<file path="config.mk">
export PLATFORM = sky130hd
export DESIGN_NAME = shift_seq
export DESIGN_NICKNAME = d
export VERILOG_FILES = /design/src/rtl/shift_seq.sv
export SDC_FILE = /design/constraint.sdc
export NUM_CORES = 1
export LEC_CHECK = 0
export CAP_MARGIN = 20
export CORE_MARGIN = 3
export CORE_UTILIZATION = 45
export DETAILED_ROUTE_END_ITERATION = 10
export PLACE_DENSITY = 0.79
export REMOVE_ABC_BUFFERS = 1
export SYNTH_ARGS = -nofsm -noshare
export SYNTH_HDL_FRONTEND = slang
export SYNTH_SLANG_ARGS = --single-unit
</file>
<file path="constraint.sdc">
create_clock -name clk -period 4.3 [get_ports clk]
set_clock_uncertainty 0.05 [all_clocks]
set_input_delay 0.86 -clock clk [delete_from_list [all_inputs] [get_ports clk]]
set_output_delay 0.86 -clock clk [all_outputs]
set_load 0.02 [all_outputs]
</file>
<file path="src/rtl/shift_seq.sv">
// shift_seq: multi-cycle SLL/SRL/SRA/ROR shifter, up to STEP bits per cycle, valid/ready on both sides.
// Build option: define SHIFT_SEQ_ROTATE_EN to enable ROR for mode 11; otherwise mode 11 runs as SLL.
module shift_seq #(
  parameter int N    = 32,
  parameter int STEP = 4
) (
  input  logic                 clk,
  input  logic                 rst,
  input  logic                 in_valid,
  output logic                 in_ready,
  input  logic [N-1:0]         in_data,
  input  logic [$clog2(N)-1:0] in_shamt,
  input  logic [1:0]           in_mode,
  output logic                 out_valid,
  input  logic                 out_ready,
  output logic [N-1:0]         out_data,
  output logic                 busy
);
  localparam int SW = $clog2(N);
  localparam int KW = $clog2(STEP) + 1;
  typedef enum logic [1:0] {IDLE, BUSY, DONE} state_t;
  state_t        state;
  logic [N-1:0]  work, stepped, sll, srl, sra;
  logic [SW-1:0] rem;
  logic [1:0]    mode;
  logic [KW-1:0] k;
  logic          gt;
  assign in_ready = state == IDLE;
  assign out_data = work;
  assign gt = {1'b0, rem} > (SW+1)'(STEP);
  assign k = gt ? KW'(STEP) : KW'(rem);
  assign sll = work << k;
  assign srl = work >> k;
  assign sra = $signed(work) >>> k;
`ifdef SHIFT_SEQ_ROTATE_EN
  logic [N-1:0] ror;
  assign ror = N'({work, work} >> k);
  always_comb stepped = mode == 2'b00 ? sll : mode == 2'b01 ? srl : mode == 2'b10 ? sra : ror;
`else
  always_comb stepped = mode[1] ? sra : mode[0] ? srl : sll;
`endif
  always_ff @(posedge clk) begin
    if (rst) begin
      state     <= IDLE;
      work      <= '0;
      rem       <= '0;
      mode      <= '0;
      out_valid <= 1'b0;
      busy      <= 1'b0;
    end else begin
      case (state)
        IDLE: if (in_valid) begin
          work  <= in_data;
          rem   <= in_shamt;
`ifdef SHIFT_SEQ_ROTATE_EN
          mode  <= in_mode;
`else
          mode  <= in_mode == 2'b11 ? 2'b00 : in_mode;
`endif
          state <= BUSY;
          busy  <= 1'b1;
        end
        BUSY: begin
          work <= stepped;
          if (gt) rem <= rem - SW'(STEP);
          else begin
            rem       <= '0;
            state     <= DONE;
            busy      <= 1'b0;
            out_valid <= 1'b1;
          end
        end
        DONE: if (out_ready) begin
          state     <= IDLE;
          out_valid <= 1'b0;
        end
        default: state <= IDLE;
      endcase
    end
  end
endmodule

</file>
Yosys cells after proc, flatten, opt, wreduce, memory -nomap -nowiden

Index checks and enable logic that the tools add are counted.
W data, S select, Z words.

Flip-flop bits (word level): 43

Add/subtract/negate cells: 1
Order comparisons: 1
Equal/unequal tests: 6
Shifts and indexed selects: 3
Mux-type cells: 19
Reductions and logical operators: 8

Operators with widths:

| kind                  | number |
|---|---|
| $mux W32              | 3 |
| $pmux W32 S2          | 1 |
| $shl A32 B3 Y32       | 1 |
| $shr A32 B3 Y32       | 1 |
| $sshr A32 B3 Y32      | 1 |
| $mux W5               | 2 |
| $pmux W5 S2           | 1 |
| $reduce_and A3 Y1     | 3 |
| $mux W2               | 4 |
| $ne A2 B2 Y1 const B  | 3 |
| $pmux W2 S3           | 1 |
| $gt A5 B3 Y1 const B  | 1 |
| $sub A5 B3 Y5 const B | 1 |
| $eq A2 B2 Y1 const B  | 2 |
| $mux W1               | 4 |
| $pmux W1 S2           | 2 |
| $reduce_and A2 Y1     | 2 |
| $reduce_bool A2 Y1    | 2 |
| $mux W3               | 1 |
| $eq A2 B1 Y1 const B  | 1 |
| $logic_not A2 Y1      | 1 |

Longest topological paths before layout

Word-level depth: 6
Mapped depth: 9
Gate-level depth less buffers: 7

Worst setup path before layout

Ideal clock, no wire load.

Path kind: reg2reg
Start point: register rem[3]
End point: register work[22], in the netlist out_data[22]
Arrival time: 2,219 ps
Required time: 4,135 ps
Path slack: 1,915 ps
Cell stages (with the launch flop): 10
Buffers on the path: 2
Period minus slack after synthesis: 2,385 ps
Cell sequence: dfxtp_1 buf_2 inv_1 ha_1 or3b_2 a211o_1 clkbuf_1 nor2_1 a31oi_1 and3_1

Longest elaborated chain between the ends: 6

RTL lines:

| item                                               | RTL line | RTL |
|---|---|---|
| start, declared                                    | 24       | `logic [SW-1:0] rem;` |
| start signal, assigned                             | 54       | `rem <= in_shamt;` |
| start signal, assigned                             | 65       | `if (gt) rem <= rem - SW'(STEP);` |
| $gt A5 B3 Y1 *                                     | 30       | `assign gt = {1'b0, rem} > (SW+1)'(STEP);` |
| $mux W3 *                                          | 31       | `assign k = gt ? KW'(STEP) : KW'(rem);` |
| $shl A32 B3 Y32 or $shr A32 B3 Y32 (tied branches) | 32, 33   |  |
| $mux W32                                           | 40       | `always_comb stepped = mode[1] ? sra : mode[0] ? srl : sll;` |
| $mux W32 *                                         | 40       |  |
| $pmux W32 S2 *                                     | 51       | `case (state)` |
| end signal, assigned                               | 53       | `work <= in_data;` |
| end signal, assigned                               | 64       | `work <= stepped;` |
| end, declared                                      | 23       | `logic [N-1:0] work, stepped, sll, srl, sra;` |

Every way passes the cells marked *; elsewhere a longest branch is shown, timed or not.
A chain may end at the register's enable or synchronous reset.

Worst setup path after layout

Start point: register rem[2]
End point: register work[5], in the netlist out_data[5]

Longest elaborated chain between the ends: 6

RTL lines:

| item                                               | RTL line |
|---|---|
| $gt A5 B3 Y1                                       | 30 |
| $mux W3 *                                          | 31 |
| $shl A32 B3 Y32 or $shr A32 B3 Y32 (tied branches) | 32, 33 |
| $mux W32                                           | 40 |
| $mux W32 *                                         | 40 |
| $pmux W32 S2 *                                     | 51 |

Marks and branches as above.

==> impl_results.md <==
- Relative slew slack: 0.271
- Post-Syn Area: 4940 um^2
- Area grow syn2layout: 15.8%
- Post-Syn Instances: 665
- Root Driver: clkbuf_8
- DRT antenna net count: 0
- Drt wl/cell: 21.0 um
- WL final: 17.1 mm
- Post-CTS sizing: 0
- Max_cap viols: 0
- Unique cell type count in the Yosys netlist: between 60 and 70
- Fmax: 320 MHz
- M2 GR Usage: 0.430
- Synth Area per Inst: 7.43 um^2
- Antenna violations before repair: 0
- Synth Area in XOR/XNOR: 0
- CTS buffer count: 5
- Worst Max-Slew Pin Slew: 1.09 ns
- CP Class: flip-flop to flip-flop
- Diode count: 0
- Fill count: 961
- Final WS setup: 1.17 ns
- Setup crit end kind: flip-flop
- Post-route setup TNS: 0 ns
- Dominant cell type by area after synthesis: dfxtp_1
- Die area: 12300 um^2
- Layout Nets: 721
- Largest family of logic cells by synthesized area: compound AO/OA/AOI/OAI gates
- Pre-CTS setup slack: about 1.3 ns
- Top cells by area, synth: dfxtp_1 17%, mux2i_1 12%, nand2_1 7.8%
- Htree depth: 2
- Site row count: 37
- Worst Hold End: out_valid$_SDFFE_PP0P_
- Post-synth top area share: 0.174
- Hold Path Depth: 2
- Pwr/cell area: around 320 nW/um^2
- Total GRT Usage: 0.263
- Yosys Warn Count: 0
- Final Setup Violations: 0
- Tightest Hold Check Type: flip-flop to flip-flop
- RSZ-0062 raised after global routing: false
- CP arrival: 3.29 ns
- Core region area: 10500 um^2
- Synth Area in Simple Gates: 0.202
- Layout cell share with drive strength beyond 1: 0.0932
- Post-synthesis sequential area ratio: 0.174
- 1st-pass router iterations: 5
- RD Place Congestion: about 0.95
- Reg2reg start: rem[2]$_SDFFE_PP0P_
- Worst-case clock buffer depth: 2
- Part of the cycle the worst path needs: 0.727
- Post CTS Setup Buffer Count: 0
- Dpl hpwl: 11.2 mm
- Post-synth EDFFs: 0
- GR peak layer: met2
- Total gr overflow: 0
- Crit start category: flip-flop
- Hold Violations, Final: 0
- Largest net degree at the start of global routing: 50
- Die Ht: around 110 um
- Compound-cell area share of the yosys netlist: 0.345
- DR vias: 5705
- Io pins: roughly 80
- Worst path required time: 4.46 ns
- Met3 usage: 0.0480
- R2R cell count: 6
- Number of global-route vias before repair: roughly 5400
- Top FF cell, synth: dfxtp_1
- Post-Synth Adder-Cell Area: 0.00507
- Buffers on Ports: 77
- CTS sink count: 43
- # DRC: 0
- Die span in x: 111 um
- DR iter-0 viols: 840
- Reg2reg end: out_data[5]$_SDFFE_PP0P_
- Pleak: just under 2 nW
- Met1 usage: 0.353
- Worst-path clk slew: 0.10 ns
- Initial core utilization: 0.470
- TritonCTS clock tree: yes
- Post-DR vias/cell: 7.03
- R2R Setup Slk: 1.17 ns
- Max-slew violations: 0
- Status: completed
- Seq cells post-synth: 43
- Clock Latency Late Sink: 0.30 ns
- VDD IR max: roughly 0.00022 V
- Startpoint of the worst hold path: out_valid$_SDFFE_PP0P_
- Critical path peak fanout: 21
- Final min period: between 3 and 4 ns
- Mux cell area share after synthesis: 0.191
- Global-route wire length before repair: around 28 mm
- # hold bufs at CTS: 0
- Asr flop ratio synth: 0
-- cells in the mapped netlist, types with 4 or more instances --
cell	n
nand3b_1	4
mux2i_1	58
a22oi_1	7
o21bai_1	6
o22ai_1	7
a21oi_1	55
o21ai_0	24
nor2b_1	9
a31oi_1	21
a2111oi_2	4
clkbuf_1	49
mux2_2	4
nor2_1	34
nand2_1	103
o21a_1	5
o311ai_0	5
a2111oi_0	5
nor3_1	7
nand2b_1	8
a221oi_1	7
and3_1	4
nand4_1	4
a311oi_1	10
mux4_2	13
nand3_1	13
a211oi_1	38
o31ai_1	5
buf_1	9
dfxtp_1	43
inv_1	5
and2_1	4
buf_2	25
a31o_2	8
o211ai_1	7
-- area by class of cell --
| type | count | area [um^2] | area share |
|---|---|---|---|
| Tap cell | 136 | 170 | 0.0298 |
| Multi-Input combinational cell | 529 | 3690 | 0.645 |
| Clock buffer | 6 | 72.6 | 0.0127 |
| Clock inverter | 1 | 30.0 | 0.00525 |
| Timing Repair Buffer | 92 | 878 | 0.154 |
| Sequential cell | 43 | 861 | 0.151 |
| Inverter | 5 | 18.8 | 0.00328 |
-- state kept, by name, indices dropped and copies added (netlist names), named ones only --
| name | count |
|---|---|
| rem | 5 |
| state | 2 |
| out_valid | 1 |
| mode | 2 |
| out_data | 31 |
| busy | 1 |
-- worst max-delay path, stage by stage, from the launching register on --
cell	delay, ns
dfxtp_1	0.70
ha_1	0.27
or3b_2	0.49
a211o_1	0.61
nand2_1	0.41
a311oi_1	0.12
a2111oi_2	0.38
-- worst max path at each step --
stage          slack [ns]           startpoint                        end
6_report             1.17  rem[2]$_SDFFE_PP0P_   out_data[5]$_SDFFE_PP0P_
5_1_grt              0.99  rem[2]$_SDFFE_PP0P_   out_data[5]$_SDFFE_PP0P_
4_1_cts              1.22  rem[2]$_SDFFE_PP0P_  out_data[27]$_SDFFE_PP0P_
3_5_place_dp         1.25  rem[2]$_SDFFE_PP0P_   out_data[5]$_SDFFE_PP0P_
3_3_place_gp         1.36  rem[2]$_SDFFE_PP0P_   out_data[5]$_SDFFE_PP0P_
2_1_floorplan        0.03  rem[0]$_SDFFE_PP0P_  out_data[21]$_SDFFE_PP0P_
-- report_power, final --
group | leakage [nW] | total (mW) | switching, mW | internal, mW
clock network | 0.0513 | 0.333 | 0.162 | 0.171
logic | 1.56 | 0.916 | 0.514 | 0.402
registers | 0.355 | 0.608 | 0.156 | 0.451
total | 1.97 | 1.86 | 0.832 | 1.02
-- cell usage in the layout, fill, tap and decap left out, types with 4 or more instances in the layout --
cell type | synthesis | final
nand4_1 | 4 | 4
o21bai_1 | 6 | 6
a221oi_1 | 7 | 7
o21a_1 | 5 | 5
nor2_1 | 34 | 33
o311ai_0 | 5 | 5
buf_4 | 2 | 15
a31oi_1 | 21 | 21
a22oi_1 | 7 | 7
nor2b_1 | 9 | 8
mux2_2 | 4 | 4
a311oi_1 | 10 | 10
inv_1 | 5 | 5
and2_1 | 4 | 4
o211ai_1 | 7 | 7
nand2_1 | 103 | 103
and3_1 | 4 | 4
a31o_2 | 8 | 8
clkdlybuf4s50_1 | 0 | 76
a211oi_1 | 38 | 38
nand3b_1 | 4 | 4
clkbuf_8 | 0 | 5
dfxtp_1 | 43 | 43
mux4_2 | 13 | 13
o31ai_1 | 5 | 5
a2111oi_2 | 4 | 4
o22ai_1 | 7 | 7
mux2i_1 | 58 | 58
o21ai_0 | 24 | 24
nand3_1 | 13 | 13
a2111oi_0 | 5 | 5
a21oi_1 | 55 | 55
nor3_1 | 7 | 7
nand2b_1 | 8 | 8
-- kinds of logic (layout without fill, tap and decap cells) --
group	count (synthesis)	count (layout)
AO/OA/AOI/OAI	242	242
adder cells (fa/ha/maj)	2	2
buffers and inverters	93	104
flip-flops	43	43
multiplexers	76	76
AND/OR/NAND/NOR	209	209
-- layer usage --
| layer | wire length [um] | up-vias | share of wire |
|---|---|---|---|
| met2 | 7770 | 426 | 0.46 |
| li1 | - | 2548 | - |
| met4 | 485 | 0 | 0.028 |
| met5 | 0 | - | 0 |
| met3 | 2140 | 59 | 0.13 |
| met1 | 6660 | 2672 | 0.39 |
-- metrics by stage --
stage	power (mW)	utilization	hold slack, ns	area (um^2)	cells
finish	1.86	0.544	0.419	5720	812
global route	1.94	0.544	0.463	5720	812
CTS	1.83	0.544	0.428	5720	812
floorplan	1.15	-	0.468	4550	577
global placement	1.48	0.534	0.407	5610	804
detailed placement	1.50	0.534	0.412	5610	805
No activity file was read; power rests on OpenSTA's default activity.
